[src/rtl/dm_block_engine.sv]
// dm_block_engine: data-memory bus initiator for block copy, fill and verify-against-pattern
module dm_block_engine #(
    parameter int LEN_W = 16
) (
    input  logic             clk,
    input  logic             rst_n,
    input  logic             start,
    input  logic [1:0]       mode,
    input  logic [15:0]      src,
    input  logic [15:0]      dst,
    input  logic [LEN_W-1:0] len,
    input  logic [15:0]      pattern,
    output logic [15:0]      addr,
    output logic             re,
    output logic             we,
    output logic [15:0]      wrt_data,
    input  logic [15:0]      rd_data,
    output logic             busy,
    output logic             done,
    output logic             err,
    output logic [15:0]      err_cnt,
    output logic [15:0]      fail_addr
);
    typedef enum logic [2:0] {IDLE, RD, WR, CMP, FIN} state_t;

    state_t           state, nxt;
    logic [1:0]       md;
    logic [15:0]      s_base, d_base, pat, rdq;
    logic [LEN_W-1:0] n, i, i_nxt;
    logic [15:0]      sb, db, pat_v, a_nxt;
    logic [1:0]       mdv;
    logic             accept, last;

    // while idle the operands come straight from the ports so the first bus cycle follows start by one clock
    assign accept = state == IDLE && start;
    assign sb     = state == IDLE ? src : s_base;
    assign db     = state == IDLE ? dst : d_base;
    assign mdv    = state == IDLE ? mode : md;
    assign pat_v  = state == IDLE ? pattern : pat;
    assign last   = i == n - 1'b1;
    assign a_nxt  = (nxt == WR || mdv == 2'b10 ? db : sb) + 16'(i_nxt);

    // next state and next word index
    always_comb begin
        nxt   = state;
        i_nxt = i;
        case (state)
            IDLE: if (start) begin
                nxt   = (len == '0 || mode == 2'b11) ? FIN : (mode == 2'b01 ? WR : RD);
                i_nxt = '0;
            end
            RD:  nxt = md == 2'b10 ? CMP : WR;
            WR: begin
                nxt   = last ? FIN : (md == 2'b01 ? WR : RD);
                i_nxt = i + 1'b1;
            end
            CMP: begin
                nxt   = last ? FIN : RD;
                i_nxt = i + 1'b1;
            end
            default: nxt = IDLE;
        endcase
    end

    // state, operand latches and registered bus/status outputs
    always_ff @(posedge clk or negedge rst_n) begin
        if (!rst_n) begin
            state     <= IDLE;
            i         <= '0;
            n         <= '0;
            md        <= 2'b00;
            s_base    <= 16'h0;
            d_base    <= 16'h0;
            pat       <= 16'h0;
            rdq       <= 16'h0;
            addr      <= 16'h0;
            re        <= 1'b0;
            we        <= 1'b0;
            wrt_data  <= 16'h0;
            busy      <= 1'b0;
            done      <= 1'b0;
            err       <= 1'b0;
            err_cnt   <= 16'h0;
            fail_addr <= 16'h0;
        end else begin
            state <= nxt;
            i     <= i_nxt;
            re    <= nxt == RD;
            we    <= nxt == WR;
            busy  <= nxt != IDLE;
            done  <= nxt == FIN;
            if (nxt == RD || nxt == WR)
                addr <= a_nxt;
            if (nxt == WR)
                wrt_data <= mdv == 2'b01 ? pat_v : rd_data;
            if (state == RD)
                rdq <= rd_data;
            if (accept) begin
                md        <= mode;
                s_base    <= src;
                d_base    <= dst;
                n         <= len;
                pat       <= pattern;
                err       <= mode == 2'b11;
                err_cnt   <= 16'h0;
                fail_addr <= 16'h0;
            end
            if (state == CMP && rdq != pat) begin
                if (err_cnt != 16'hFFFF)
                    err_cnt <= err_cnt + 16'd1;
                if (err_cnt == 16'h0) begin
                    fail_addr <= addr;
                    err       <= 1'b1;
                end
            end
        end
    end
endmodule

[config.mk]
export PLATFORM = sky130hd
export DESIGN_NAME = dm_block_engine
export DESIGN_NICKNAME = d
export VERILOG_FILES = /design/src/rtl/dm_block_engine.sv
export SDC_FILE = /design/constraint.sdc
export NUM_CORES = 1
export LEC_CHECK = 0
export ABC_AREA = 1
export BUFFER_PORTS_ARGS = -buffer_cell sky130_fd_sc_hd__buf_2
export CAP_MARGIN = 10
export CORE_UTILIZATION = 57
export CTS_CLUSTER_DIAMETER = 80
export DETAILED_ROUTE_END_ITERATION = 10
export HOLD_SLACK_MARGIN = 0.1
export PLACE_DENSITY = 0.91
export SLEW_MARGIN = 10
export SYNTH_ARGS = -nofsm -noshare
export SYNTH_HDL_FRONTEND = slang
export SYNTH_SLANG_ARGS = --single-unit
[constraint.sdc]
create_clock -name clk -period 4.77 [get_ports clk]
set_input_delay 0.7155 -clock clk [delete_from_list [all_inputs] [get_ports clk]]
set_output_delay 0.7155 -clock clk [all_outputs]
set_load 0.02 [all_outputs]
### Word-level counts from Yosys, hierarchy flattened

Index checks and enable logic that the tools add are counted.
Widths: inputs -> output; s select.

| storage, ports and cells | value |
|---|---|
| output and inout port bits | 69 |
| register bits | 170 |
| input port bits | 85 |

| cells by class | value |
|---|---|
| reductions and logical operators | 10 |
| add/sub/neg operators | 4 |
| equal/unequal tests | 15 |
| mux-type cells | 25 |

Operator list:

| kind | number |
|---|---|
| $mux 16 | 12 |
| $add 16x1->16 const B | 2 |
| $logic_not 16->1 | 2 |
| $pmux 16 s2 | 1 |
| $add 16x16->16 | 1 |
| $eq 16x16->1 | 1 |
| $ne 16x16->1 | 1 |
| $ne 16x16->1 const B | 1 |
| $sub 16x1->16 const B | 1 |
| $mux 3 | 4 |
| $pmux 3 s4 | 1 |
| $eq 3x2->1 const B | 3 |
| $eq 2x1->1 const B | 3 |
| $eq 2x2->1 const B | 3 |
| $eq 3x1->1 const B | 2 |
| $mux 2 | 3 |
| $mux 1 | 4 |
| $eq 3x3->1 const B | 1 |
| $logic_not 3->1 | 1 |
| $logic_or 1x1->1 | 3 |
| $reduce_bool 3->1 | 1 |
| $logic_and 1x1->1 | 2 |
| $reduce_or 2->1 | 1 |

### Logic depth before layout (Yosys ltp)

Gate-level depths: netlist of the first run.

| depth | value |
|---|---|
| depth in word-level cells | 9 |
| gate-level depth with buffers | 32 |
| depth with buffers taken out | 30 |

### Least setup slack after synthesis of the first run

OpenSTA, ideal clock, no wires.

| timing path | value |
|---|---|
| path kind | register to register |
| start | register n[0] |
| end | register addr[12] |
| data arrival time | 3935 ps |
| buffers on the path | 2 |
| slack | 715 ps |
| cell stages (with the launch flop) | 31 |
| required time | 4649 ps |
| setup time | 121 ps |
| cells stage by stage | dfrtp_1 -> inv_1 -> ha_1 -> nand2_2 -> nor2_4 -> nand2_1 -> nand2_1 -> nand2_1 -> nor3_2 -> nand3_2 -> nand2_2 -> nand2_2 -> nand2_2 -> buf_6 -> nand2_8 -> buf_12 -> o211ai_2 -> o21ai_2 -> ha_1 -> fa_1 -> nand3_1 -> nand2_1 -> a21boi_0 -> o21ai_0 -> nand2_1 -> nand2_1 -> a21oi_1 -> o21ai_0 -> xor2_1 -> nand2_1 -> o21ai_1 |

| on the way | value |
|---|---|
| word-level cells in the longest chain between the ends | 8 |

RTL lines:

| item | line | source |
|---|---|---|
| start: declaration | 29 | `logic [LEN_W-1:0] n, i, i_nxt;` |
| start signal: assignment | 102 | `n <= len;` |
| $sub 16x1->16 (*) | 40 | `assign last = i == n - 1'b1;` |
| $eq 16x16->1 (*) | 40 |  |
| $mux 3 (*) | 54 | `nxt = last ? FIN : (md == 2'b01 ? WR : RD);` |
| $pmux 3 s4 (*) | 47 | `case (state)` |
| via nxt[1] | 26 | `state_t state, nxt;` |
| $eq 3x2->1 | 41, 92 |  |
| $logic_or 1x1->1 | 41 | `assign a_nxt = (nxt == WR \|\| mdv == 2'b10 ? db : sb) + 16'(i_nxt);` |
| $mux 16 | 41 |  |
| $add 16x16->16 | 41 |  |
| end signal: assignment | 93 | `addr <= a_nxt;` |
| end: declaration | 13 | `output logic [15:0] addr,` |

The timed path passes the listed nets; every way through them passes the cells marked *.
A chain may end at the register's enable or synchronous reset.

### Worst setup path in the final report of the first run

| timing path | value |
|---|---|
| start | register n[3] |
| end | register addr[12] |

The elaborated chain is that of the path after synthesis.

==> results of run 1 <==
==> state kept, by name, indices dropped and copies added (netlist names) <==
register	count
addr	16
busy	1
d_base	16
done	1
err	1
err_cnt	16
fail_addr	16
i	16
md	2
n	16
pat	16
rdq	16
re	1
s_base	16
state	3
we	1
wrt_data	16
==> final timing paths <==
path,endpoint,slack (ps),startpoint
max,addr[12]$_DFFE_PN0P_,410,n[3]$_DFFE_PN0P_
min,n[9]$_DFFE_PN0P_,380,rst_n
max reg2reg,addr[12]$_DFFE_PN0P_,410,n[3]$_DFFE_PN0P_
min reg2reg,wrt_data[4]$_DFFE_PN0N_,480,wrt_data[4]$_DFFE_PN0N_
max in group asynchronous,addr[10]$_DFFE_PN0P_,3510,rst_n
min in group clk,wrt_data[4]$_DFFE_PN0N_,480,wrt_data[4]$_DFFE_PN0N_
==> metal layers <==
metal / up-vias / routed length, µm / global-route usage (%)
met2: 289 / 11760 / 48.30
met1: 4146 / 9963 / 35.49
li1: 4171 / - / -
met5: - / 13 / 0
met3: 47 / 1230 / 5.247
met4: 2 / 535 / 9.884
==> cell usage in the layout, fill, tap and decap left out, drive strengths merged, types with 26 or more instances in the layout <==
cell,count
nand2,280
o21ai,201
inv,187
dfrtp,170
buf,163
nor2,62
nand3,60
o211ai,33
a21oi,26
==> power by group through the flow <==
stage	Clock, µW	Combinational (µW)	Sequential [µW]
final	1430	4530	2510
after global routing	1500	5060	2570
after CTS	1450	4510	2490
after detailed placement	0	4460	2520
after global placement	0	4340	2490
after floorplan	0	3320	2660
==> area by class of cell <==
cell class              instances  area share, %
well taps                     216          2.440
clock inverters                15          1.773
flip-flops and latches        170          38.40
inverters                     178          6.031
repair buffers                163          7.759
multi-input cells             801          39.76
clock buffers                  17          3.840
==> cell families after synthesis <==
family / synth area share (%)
AND/OR/NAND/NOR: 20.67
AO/OA/AOI/OAI: 17.40
buffers and inverters: 9.708
flip-flops: 44.49
XOR/XNOR: 3.297
adder cells (fa/ha/maj): 2.695
multiplexers: 1.740
==> per-stage QoR <==
stage                     total power, µW  hold slack [ps]  util, %  cells
after detailed placement             6981            467.4    64.80   1528
after CTS                            8460            437.2    68.66   1560
after global routing                 9142            480.2    68.74   1560
after floorplan                      5981            419.9        -   1198
final                                8474            382.8    68.74   1560
after global placement               6830            460.3    64.80   1528
==> repair_timing <==
action                     in CTS  in global routing
hold buffers                    0                  0
resized for setup               0                  5
setup endpoints to repair       0                  3
==> load_flow_metrics.sql, run 1 <==
INSERT INTO impl_metrics (metric_group, metric, value, unit) VALUES
('place', 'dpl-instance-area', '10440', 'µm²'),
('synth', 'postSynthCellCount', '1198', ''),
('timing', 'timing.slew.headroom', '22.98', '%'),
('power_and_ir_drop', 'power.internal', '4418', 'µW'),
('clocking', 'tritoncts_clock_tree', 'yes', ''),
('clocking', 'clkSlewWorstSetupHoldPaths', '70', 'ps'),
('power_and_ir_drop', 'vdd_ir_drop_max', '0.3518', 'mV'),
('final_layout', 'seqCellArea', '4254', 'µm²'),
('clocking', 'htree_num_levels', '4', ''),
('worst_hold_path', 'min_delay_worst_type', 'in2async', ''),
('final_layout', 'layout-area-overhead-vs-synth', '15.84', '%'),
('worst_setup_path', 'critPathTopFamily', 'simple AND/OR/NAND/NOR gates', ''),
('synth', 'synth.area.top_cells', 'sky130_fd_sc_hd__dfrtp_1, sky130_fd_sc_hd__nand2_1, sky130_fd_sc_hd__o21ai_0', ''),
('timing', 'min_period', '4356', 'ps'),
('power_and_ir_drop', 'p_per_area', '764.9', 'nW/µm²'),
('timing', 'final_min_period_over_clock_period', '91.33', '%'),
('grt', 'first_global_vias', '8340', ''),
('clocking', 'cts-root-buf', 'sky130_fd_sc_hd__clkbuf_16', ''),
('power_and_ir_drop', 'p_leak', '0.005679', 'µW'),
('synth', 'ys_warn_count', '0', ''),
('synth', 'synth.lib_cells_used.distinct', '50', ''),
('power_and_ir_drop', 'switching_share', '47.86', '%'),
('synth', 'synth_fp_nets', '1303', ''),
('synth', 'synthesized_area_per_cell', '7.982', 'µm²'),
('detailed_routing', 'detailroute.via_count', '8655', ''),
('grt', 'grt-ovfl-total', '0', ''),
('synth', 'yosysMostFrequentCell', 'sky130_fd_sc_hd__nand2_1', ''),
('clocking', 'tritoncts.num_buffers', '17', ''),
('detailed_routing', 'finalWirelength', '23510', 'µm'),
('synth', 'synth.ff_latch_count', '170', ''),
('place', 'place.port_buffers', '153', ''),
('power_and_ir_drop', 'combinational_group_share_of_total_power', '53.5', '%'),
('worst_setup_path', 'worstSetupPathDepth', '30', ''),
('timing', 'setup_total_negative_slack', '0', 'ps'),
('clocking', 'insertion_delay', '440', 'ps'),
('floorplanning', 'die_h', '131.5', 'µm'),
('synth', 'synth_sequential_area_ratio', '44.49', '%'),
('synth', 'synth_commonest_cells', 'sky130_fd_sc_hd__nand2_1, sky130_fd_sc_hd__inv_1, sky130_fd_sc_hd__dfrtp_1, sky130_fd_sc_hd__o21ai_0, sky130_fd_sc_hd__nand3_1', ''),
('timing', 'rsz0062_at_grt', 'false', ''),
('worst_setup_path', 'cp_slowest_stage_delay', '480', 'ps'),
('final_layout', 'finish.net_count', '1436', ''),
('final_layout', 'antenna-diode-count', '0', ''),
('synth', 'yosys.area.top_type_share', '44.49', '%'),
('timing', 'final-max-slew-violation-count', '0', ''),
('detailed_routing', 'drcViolationCount', '0', ''),
('grt', 'groute.usage.overall', '28.16', '%'),
('detailed_routing', 'wl_per_cell', '15.07', 'µm'),
('worst_setup_path', 'critPathSlowestCell', 'sky130_fd_sc_hd__dfrtp_1', ''),
('clocking', 'max-clock-path-buffers', '2', ''),
('final_layout', 'final_layout_size_suffix_gt1_share', '20.83', '%'),
('floorplanning', 'starting_density_of_the_core', '59.34', '%'),
('synth', 'yosys_most_used_dff', 'sky130_fd_sc_hd__dfrtp_1', ''),
('worst_setup_path', 'critical_path.max_fanout', '20', ''),
('timing', 'worst-slew-pin-transition', '1154', 'ps'),
('worst_setup_path', 'critical-path-top-cell-by-count', 'sky130_fd_sc_hd__nand2_1', ''),
('final_layout', 'filler_cell_count', '1300', ''),
('floorplanning', 'row_count', '46', ''),
('outcome', 'outcome', 'finished clean', ''),
('place', 'dp.final_hpwl', '16690', 'µm'),
('place', 'pre_cts_ws', '355.9', 'ps'),
('floorplanning', 'die_width', '131.5', 'µm'),
('timing', 'max_clock_freq', '229.5', 'MHz'),
('place', 'gp_congestion', '0.9185', ''),
('clocking', 'tritoncts_sinks', '170', ''),
('final_layout', 'design_area', '11080', 'µm²'),
('grt', 'grt_start_max_net_pins', '103', ''),
('detailed_routing', 'ant_nets', '0', ''),
('timing', 'final-hold-violation-count', '0', ''),
('synth', 'synth_enable_flop_cells', '0', ''),
('floorplanning', 'die_area', '17300', 'µm²'),
('detailed_routing', 'drt_iter0_drc', '697', '');
No activity file was read; power rests on OpenSTA's default activity.
==> run 2: changes to the inputs <==
CELL_PAD_IN_SITES_DETAIL_PLACEMENT = 1   (was not set)
CELL_PAD_IN_SITES_GLOBAL_PLACEMENT = 2   (was not set)
CORE_UTILIZATION = 33   (was 57)
==> run 2 against run 1 <==
  * Non-clock buffer count up 4
  * Clock skew is 2.2 ps lower
  * Critical endpoint unchanged
  * First-iteration DRC count shrank 47%
==> load_flow_metrics.sql, run 2 (synthesized netlist as in run 1, its figures left out) <==
INSERT INTO impl_metrics (metric_group, metric, value, unit) VALUES
('floorplanning', 'die_width', '172.2', 'µm'),
('worst_setup_path', 'critPathSlowestCell', 'sky130_fd_sc_hd__dfrtp_1', ''),
('detailed_routing', 'ant_nets', '0', ''),
('grt', 'grt_start_max_net_pins', '101', ''),
('worst_setup_path', 'r2r_cells', '29', ''),
('worst_setup_path', 'startpoint_type', 'flip-flop', ''),
('timing', 'min_period', '4353', 'ps'),
('worst_setup_path', 'required', '5060', 'ps'),
('worst_setup_path', 'critical_path.endpoint_type', 'flip-flop', ''),
('final_layout', 'layout.core_utilization', '39.98', '%'),
('floorplanning', 'io_pins', '154', ''),
('grt', 'wire_length_of_the_first_global_routing_pass', '46060', 'µm'),
('detailed_routing', 'vias_per_cell', '4.846', ''),
('clocking', 'tritoncts_clock_tree', 'yes', ''),
('power_and_ir_drop', 'p_leak', '0.005659', 'µW'),
('clocking', 'max-clock-path-buffers', '2', ''),
('grt', 'number_of_antenna_violations_at_the_first_check_in_global_routing', '1', ''),
('final_layout', 'mostFrequentLayoutCell', 'sky130_fd_sc_hd__nand2_1', ''),
('timing', 'finalWorstSetupSlack', '416.8', 'ps'),
('floorplanning', 'die_h', '172.2', 'µm'),
('floorplanning', 'die_area', '29660', 'µm²'),
('final_layout', 'finish.net_count', '1440', ''),
('clocking', 'tritoncts_sinks', '170', ''),
('final_layout', 'layout-area-overhead-vs-synth', '17.73', '%'),
('clocking', 'htree_num_levels', '4', ''),
('worst_setup_path', 'crit_arrival', '4640', 'ps'),
('clocking', 'cts-root-buf', 'sky130_fd_sc_hd__clkbuf_16', ''),
('worst_hold_path', 'min_delay_worst_type', 'in2async', ''),
('detailed_routing', 'drt_iter0_drc', '371', ''),
('timing', 'fin_skew', '13.16', 'ps'),
('floorplanning', 'fp.coreArea', '28160', 'µm²'),
('place', 'placedCellCount', '1694', ''),
('place', 'gp_congestion', '0.8559', ''),
('worst_setup_path', 'critical-path-top-cell-by-count', 'sky130_fd_sc_hd__nand2_1', ''),
('timing', 'hold_ws', '291.3', 'ps'),
('grt', 'first_global_vias', '8685', ''),
('outcome', 'outcome', 'finished clean', ''),
('floorplanning', 'starting_density_of_the_core', '33.96', '%'),
('place', 'pre_cts_ws', '123.0', 'ps'),
('flow_run', 'cap_viol_max_count', '0', ''),
('timing', 'final-max-slew-violation-count', '0', ''),
('detailed_routing', 'wl_per_cell', '16.02', 'µm'),
('clocking', 'postCtsSetupBuffers', '0', ''),
('detailed_routing', 'drcViolationCount', '0', ''),
('floorplanning', 'row_count', '61', ''),
('timing', 'max_clock_freq', '229.7', 'MHz'),
('clocking', 'clkSlewWorstSetupHoldPaths', '70', 'ps'),
('timing', 'worst-slew-pin-transition', '933.5', 'ps'),
('timing', 'timing.slew.headroom', '37.62', '%'),
('clocking', 'insertion_delay', '430', 'ps'),
('timing', 'final-hold-violation-count', '0', ''),
('power_and_ir_drop', 'vdd_ir_drop_max', '0.3039', 'mV'),
('worst_setup_path', 'timing.setup.critical_path_class', 'reg2reg', ''),
('final_layout', 'layout_common_cells', 'sky130_fd_sc_hd__nand2_1, sky130_fd_sc_hd__inv_1, sky130_fd_sc_hd__o21ai_0, sky130_fd_sc_hd__dfrtp_1, sky130_fd_sc_hd__buf_2', ''),
('grt', 'grt-ovfl-total', '0', ''),
('worst_setup_path', 'critical_path.max_fanout', '24', ''),
('clocking', 'tritoncts.num_buffers', '17', ''),
('grt', 'groute.usage.overall', '19.95', '%'),
('detailed_routing', 'finalWirelength', '27660', 'µm'),
('final_layout', 'final_layout_size_suffix_gt1_share', '21.08', '%'),
('timing', 'final_min_period_over_clock_period', '91.26', '%'),
('power_and_ir_drop', 'p_per_area', '764.3', 'nW/µm²'),
('place', 'place.port_buffers', '153', ''),
('detailed_routing', 'drt_pre_antenna_iters', '4', ''),
('detailed_routing', 'detailroute.via_count', '8369', ''),
('timing', 'setup_viol_count_final', '0', ''),
('worst_setup_path', 'cp_slowest_stage_delay', '450', 'ps'),
('final_layout', 'finalNonFillerCells', '1727', ''),
('place', 'dp.final_hpwl', '20600', 'µm');
[run 2: final timing paths]
check,start,endpoint,slack (ps)
setup / recovery,n[5]$_DFFE_PN0P_,addr[12]$_DFFE_PN0P_,420
hold / removal,rst_n,n[7]$_DFFE_PN0P_,290
setup reg to reg,n[5]$_DFFE_PN0P_,addr[12]$_DFFE_PN0P_,420
hold reg to reg,s_base[3]$_DFFE_PN0P_,s_base[3]$_DFFE_PN0P_,480
max in group asynchronous,rst_n,d_base[13]$_DFFE_PN0P_,3480
min in group clk,s_base[3]$_DFFE_PN0P_,s_base[3]$_DFFE_PN0P_,480
[run 2: worst max-delay path: cells and delay by family, from the launching register on]
kind | cells | cell delay (ps)
AOI/OAI and AO/OA | 7 | 880
adders and majority gates | 2 | 640
and+or+nand+nor | 19 | 2050
DFF | 1 | 450
xor gates and xnor gates | 1 | 160
[run 2: layout make-up]
| class | count | area [µm²] |
|---|---|---|
| Clock buffer | 18 | 439.2 |
| Clock inverter | 13 | 121.4 |
| Inverter | 178 | 668.1 |
| Sequential cell | 170 | 4254 |
| Multi-Input combinational cell | 801 | 4408 |
| Fill cell | 3424 | 16910 |
| Antenna cell | 2 | 5.005 |
| Timing Repair Buffer | 167 | 889.6 |
| Tap cell | 378 | 473.0 |
[run 2: per-stage QoR]
step	power [µW]	area, µm²	TNS (ps)
floorplan	5981	9563	0
global placement	7144	10680	0
detailed placement	7286	10680	0
CTS	8689	11240	0
global route	9391	11250	-10.38
finish	8604	11260	0
[run 2: where the power goes]
part	switching (µW)	internal [µW]	total, µW
Sequential	466	2050	2520
Combinational	3090	1640	4740
Clock	620	733	1350
[run 2: what timing repair did]
action / in CTS / in global routing
hold endpoints to repair: 0 / 0
resized for setup: 0 / 7
hold buffers: 0 / 0
endpoints found under the setup margin: 0 / 4
[run 2: layer usage]
layer	up-vias	global-route usage [%]	share of wire, %
met5	-	0	0
met2	105	34.40	49
met4	0	4.502	0.87
met1	4079	26.26	47
met3	17	2.976	2.5
li1	4168	-	-
==> run 3: changes to the inputs <==
ABC_AREA = 0   (was 1)
CORE_MARGIN = 10   (was not set)
CORE_UTILIZATION = 38   (was 33)
PLACE_DENSITY = 0.95   (was 0.91)
clock period = 5.52 ns   (was 4.77 ns; I/O delays follow)
==> run 3 against run 2 <==
  * Register-to-register slack worse by 260 ps
  * Die area is 4.0% higher
  * Routed wire length grew 3.3%
  * Cell area is 1.3% lower
  * Power fell by 17%
  * Hold slack gained 180 ps
  * Fmax decreased by 19%
  * Sequential power down 14%
==> load_flow_metrics.sql, run 3 <==
INSERT INTO impl_metrics (metric_group, metric, value, unit) VALUES
('grt', 'grt-ovfl-total', '0', ''),
('detailed_routing', 'ant_nets', '0', ''),
('final_layout', 'finish.net_count', '1254', ''),
('worst_setup_path', 'critical_path.max_fanout', '5', ''),
('synth', 'synthesized_area_per_cell', '9.183', 'µm²'),
('synth', 'synth_enable_flop_cells', '0', ''),
('final_layout', 'mostFrequentLayoutCell', 'sky130_fd_sc_hd__nand2_1', ''),
('worst_setup_path', 'critPathSlowestCell', 'sky130_fd_sc_hd__or4_4', ''),
('place', 'place.port_buffers', '153', ''),
('floorplanning', 'die_h', '175.6', 'µm'),
('synth', 'yosysMostFrequentCell', 'sky130_fd_sc_hd__nand2_1', ''),
('timing', 'hold_ws', '469.6', 'ps'),
('timing', 'final-max-slew-violation-count', '0', ''),
('synth', 'ys_warn_count', '0', ''),
('detailed_routing', 'finalWirelength', '28580', 'µm'),
('worst_hold_path', 'min_delay_worst_type', 'reg2reg', ''),
('synth', 'async_flop_share', '100.0', '%'),
('synth', 'synth_commonest_cells', 'sky130_fd_sc_hd__nand2_1, sky130_fd_sc_hd__dfrtp_1, sky130_fd_sc_hd__o21ai_0, sky130_fd_sc_hd__clkbuf_1, sky130_fd_sc_hd__nor2_1', ''),
('clocking', 'max-clock-path-buffers', '2', ''),
('worst_setup_path', 'timing.critical_path.buf_inv', '1', ''),
('timing', 'max_clock_freq', '186.5', 'MHz'),
('floorplanning', 'io_pins', '154', ''),
('power_and_ir_drop', 'p_per_area', '641.9', 'nW/µm²'),
('place', 'gp_congestion', '0.8945', ''),
('synth', 'synth.area.top_cells', 'sky130_fd_sc_hd__dfrtp_1, sky130_fd_sc_hd__nand2_1, sky130_fd_sc_hd__mux2i_1', ''),
('grt', 'groute.usage.overall', '17.81', '%'),
('grt', 'wire_length_of_the_first_global_routing_pass', '44550', 'µm'),
('worst_setup_path', 'cp_slowest_stage_delay', '570', 'ps'),
('detailed_routing', 'vias_per_cell', '5.306', ''),
('grt', 'grt_start_max_net_pins', '106', ''),
('floorplanning', 'fp.coreArea', '23680', 'µm²'),
('floorplanning', 'die_area', '30840', 'µm²'),
('synth', 'top_cell_type_by_total_area_after_synthesis', 'sky130_fd_sc_hd__dfrtp_1', ''),
('synth', 'yosys_most_used_dff', 'sky130_fd_sc_hd__dfrtp_1', ''),
('timing', 'final_min_period_over_clock_period', '97.14', '%'),
('synth', 'synth.ff_latch_count', '170', ''),
('place', 'placedCellCount', '1444', ''),
('place', 'pre_cts_ws', '104.7', 'ps'),
('synth', 'synth.lib_cells_used.distinct', '63', ''),
('clocking', 'htree_num_levels', '4', ''),
('timing', 'setup_viol_count_final', '0', ''),
('floorplanning', 'row_count', '56', ''),
('worst_setup_path', 'critPathTopFamily', 'compound AO/OA/AOI/OAI gates', ''),
('clocking', 'tritoncts.num_buffers', '17', ''),
('clocking', 'clkSlewWorstSetupHoldPaths', '80', 'ps'),
('detailed_routing', 'drt_pre_antenna_iters', '4', ''),
('synth', 'yosys.area.top_type_share', '46.23', '%'),
('place', 'dpl-instance-area', '10330', 'µm²'),
('clocking', 'tritoncts_clock_tree', 'yes', ''),
('worst_setup_path', 'path_cells', 'or4_4, or3_4, or4_1, o311ai_2, nor4_4, buf_4, o41ai_4, a21oi_1, ha_2, fa_2, a21o_1, a21oi_2, o21bai_1, a211oi_2, o31ai_2, o211ai_1, a21boi_0, or3_1, a31o_1', ''),
('detailed_routing', 'detailroute.via_count', '7874', ''),
('clocking', 'insertion_delay', '450', 'ps'),
('timing', 'final-hold-violation-count', '0', ''),
('floorplanning', 'die_width', '175.6', 'µm'),
('final_layout', 'finalNonFillerCells', '1484', ''),
('worst_setup_path', 'crit_arrival', '5680', 'ps'),
('synth', 'synth_sequential_area_ratio', '46.23', '%'),
('outcome', 'outcome', 'finished clean', ''),
('synth', 'syn_area', '9201', 'µm²'),
('detailed_routing', 'drcViolationCount', '0', ''),
('grt', 'number_of_antenna_violations_at_the_first_check_in_global_routing', '4', ''),
('worst_setup_path', 'timing.setup.critical_path_class', 'reg2reg', ''),
('final_layout', 'layout-area-overhead-vs-synth', '20.75', '%'),
('final_layout', 'filler_cell_count', '2847', ''),
('grt', 'first_global_vias', '8244', ''),
('final_layout', 'layout_common_cells', 'sky130_fd_sc_hd__nand2_1, sky130_fd_sc_hd__dfrtp_1, sky130_fd_sc_hd__buf_2', ''),
('final_layout', 'final_layout_size_suffix_gt1_share', '24.96', '%'),
('worst_setup_path', 'critical_path.endpoint_type', 'flip-flop', ''),
('power_and_ir_drop', 'p_leak', '0.005297', 'µW'),
('detailed_routing', 'wl_per_cell', '19.26', 'µm'),
('timing', 'timing.slew.headroom', '31.93', '%'),
('detailed_routing', 'drt_iter0_drc', '483', ''),
('clocking', 'tritoncts_sinks', '170', ''),
('final_layout', 'layout.core_utilization', '46.91', '%'),
('place', 'dp.final_hpwl', '20130', 'µm'),
('synth', 'postSynthCellCount', '1002', ''),
('clocking', 'cts_hold_buf', '0', ''),
('clocking', 'cts-root-buf', 'sky130_fd_sc_hd__clkbuf_16', ''),
('timing', 'min_period', '5362', 'ps'),
('worst_setup_path', 'required', '5840', 'ps'),
('power_and_ir_drop', 'vdd_ir_drop_max', '0.2764', 'mV'),
('timing', 'finalWorstSetupSlack', '157.8', 'ps'),
('synth', 'synth_fp_nets', '1107', ''),
('final_layout', 'design_area', '11110', 'µm²'),
('floorplanning', 'starting_density_of_the_core', '38.85', '%'),
('timing', 'fin_skew', '14.65', 'ps'),
('flow_run', 'cap_viol_max_count', '0', ''),
('timing', 'worst-slew-pin-transition', '1021', 'ps'),
('worst_setup_path', 'startpoint_type', 'flip-flop', '');
## run 3: cell types whose count changed after synthesis, moves of 14 or more
cell / before / now
sky130_fd_sc_hd__nor2_1: 56 / 41
sky130_fd_sc_hd__a211oi_1: 2 / 16
sky130_fd_sc_hd__o21ai_0: 170 / 66
sky130_fd_sc_hd__inv_1: 177 / 11
sky130_fd_sc_hd__o211ai_2: 15 / 0
sky130_fd_sc_hd__o21ai_2: 24 / 0
sky130_fd_sc_hd__nand3_1: 59 / 17
sky130_fd_sc_hd__mux2i_1: 2 / 39
sky130_fd_sc_hd__xor2_1: 17 / 35
sky130_fd_sc_hd__nor2b_1: 0 / 22
## run 3: metrics by stage
step	TNS [ps]	total power (µW)
after floorplan	0	4669
after global placement	0	5574
after detailed placement	0	5721
after CTS	0	7032
after global routing	-83.67	7654
final	0	7132
## run 3: timing repair
action	CTS	global route
gates resized for setup	1	22
gates cloned	0	2
setup buffers	0	3
pin swaps	0	7
setup endpoints to repair	1	4
## run 3: worst reg2reg max path, stage by stage, from the launching register on
cell and delay (ps):
sky130_fd_sc_hd__dfrtp_1 380, sky130_fd_sc_hd__or4_4 570, sky130_fd_sc_hd__or3_4 380, sky130_fd_sc_hd__or4_1 540, sky130_fd_sc_hd__o311ai_2 120, sky130_fd_sc_hd__nor4_4 120, sky130_fd_sc_hd__buf_4 170, sky130_fd_sc_hd__o41ai_4 480
sky130_fd_sc_hd__a21oi_1 150, sky130_fd_sc_hd__ha_2 220, sky130_fd_sc_hd__fa_2 360, sky130_fd_sc_hd__a21o_1 190, sky130_fd_sc_hd__a21oi_2 180, sky130_fd_sc_hd__o21bai_1 120, sky130_fd_sc_hd__a211oi_2 260, sky130_fd_sc_hd__o31ai_2 130
sky130_fd_sc_hd__o211ai_1 200, sky130_fd_sc_hd__a21boi_0 130, sky130_fd_sc_hd__or3_1 320, sky130_fd_sc_hd__a31o_1 240
## run 3: worst paths after layout
kind	startpoint	end	slack (ps)	cells past startpoint
worst max-delay path	n[3]$_DFFE_PN0P_	addr[14]$_DFFE_PN0P_	160	19
worst min-delay path	s_base[4]$_DFFE_PN0P_	s_base[4]$_DFFE_PN0P_	470	2
worst max register to register	n[3]$_DFFE_PN0P_	addr[14]$_DFFE_PN0P_	160	19
worst min register to register	s_base[4]$_DFFE_PN0P_	s_base[4]$_DFFE_PN0P_	470	2
max in group asynchronous	rst_n	i[0]$_DFF_PN0_	3930	2
min in group asynchronous	rst_n	err_cnt[1]$_DFF_PN0_	530	1
## run 3: cells by family after synthesis
logic type | synth area share (%)
AOI/OAI and AO/OA | 11.87
DFF | 46.23
muxes | 8.648
and+or+nand+nor | 22.21
adders and majority gates | 2.801
xor gates and xnor gates | 5.330
buffers and inverters | 2.910
## run 3: area by class of cell
type                       instances  area, µm²  share of cell area, %
multi-input combinational        771       4835                  43.51
sequential                       170       4254                  38.29
timing repair buffer             178      960.9                  8.649
clock buffer                      18      439.2                  3.953
tap                              319      399.1                  3.592
clock inverter                    14      173.9                  1.565
inverter                          11      41.29                 0.3716
antenna                            3      7.507                0.06757
## run 3: report_power, final
| group | internal (µW) | switching (µW) |
|---|---|---|
| combinational | 1490 | 2220 |
| sequential | 1750 | 406 |
| clock | 665 | 592 |
## run 3: layer usage
metal | vias up | wire length (µm) | global-route usage (%)
li1 | 3750 | - | -
met1 | 3944 | 12590 | 22.53
met2 | 152 | 14110 | 29.47
met3 | 28 | 1469 | 4.697
met4 | 0 | 403 | 4.663
met5 | - | 0 | 0
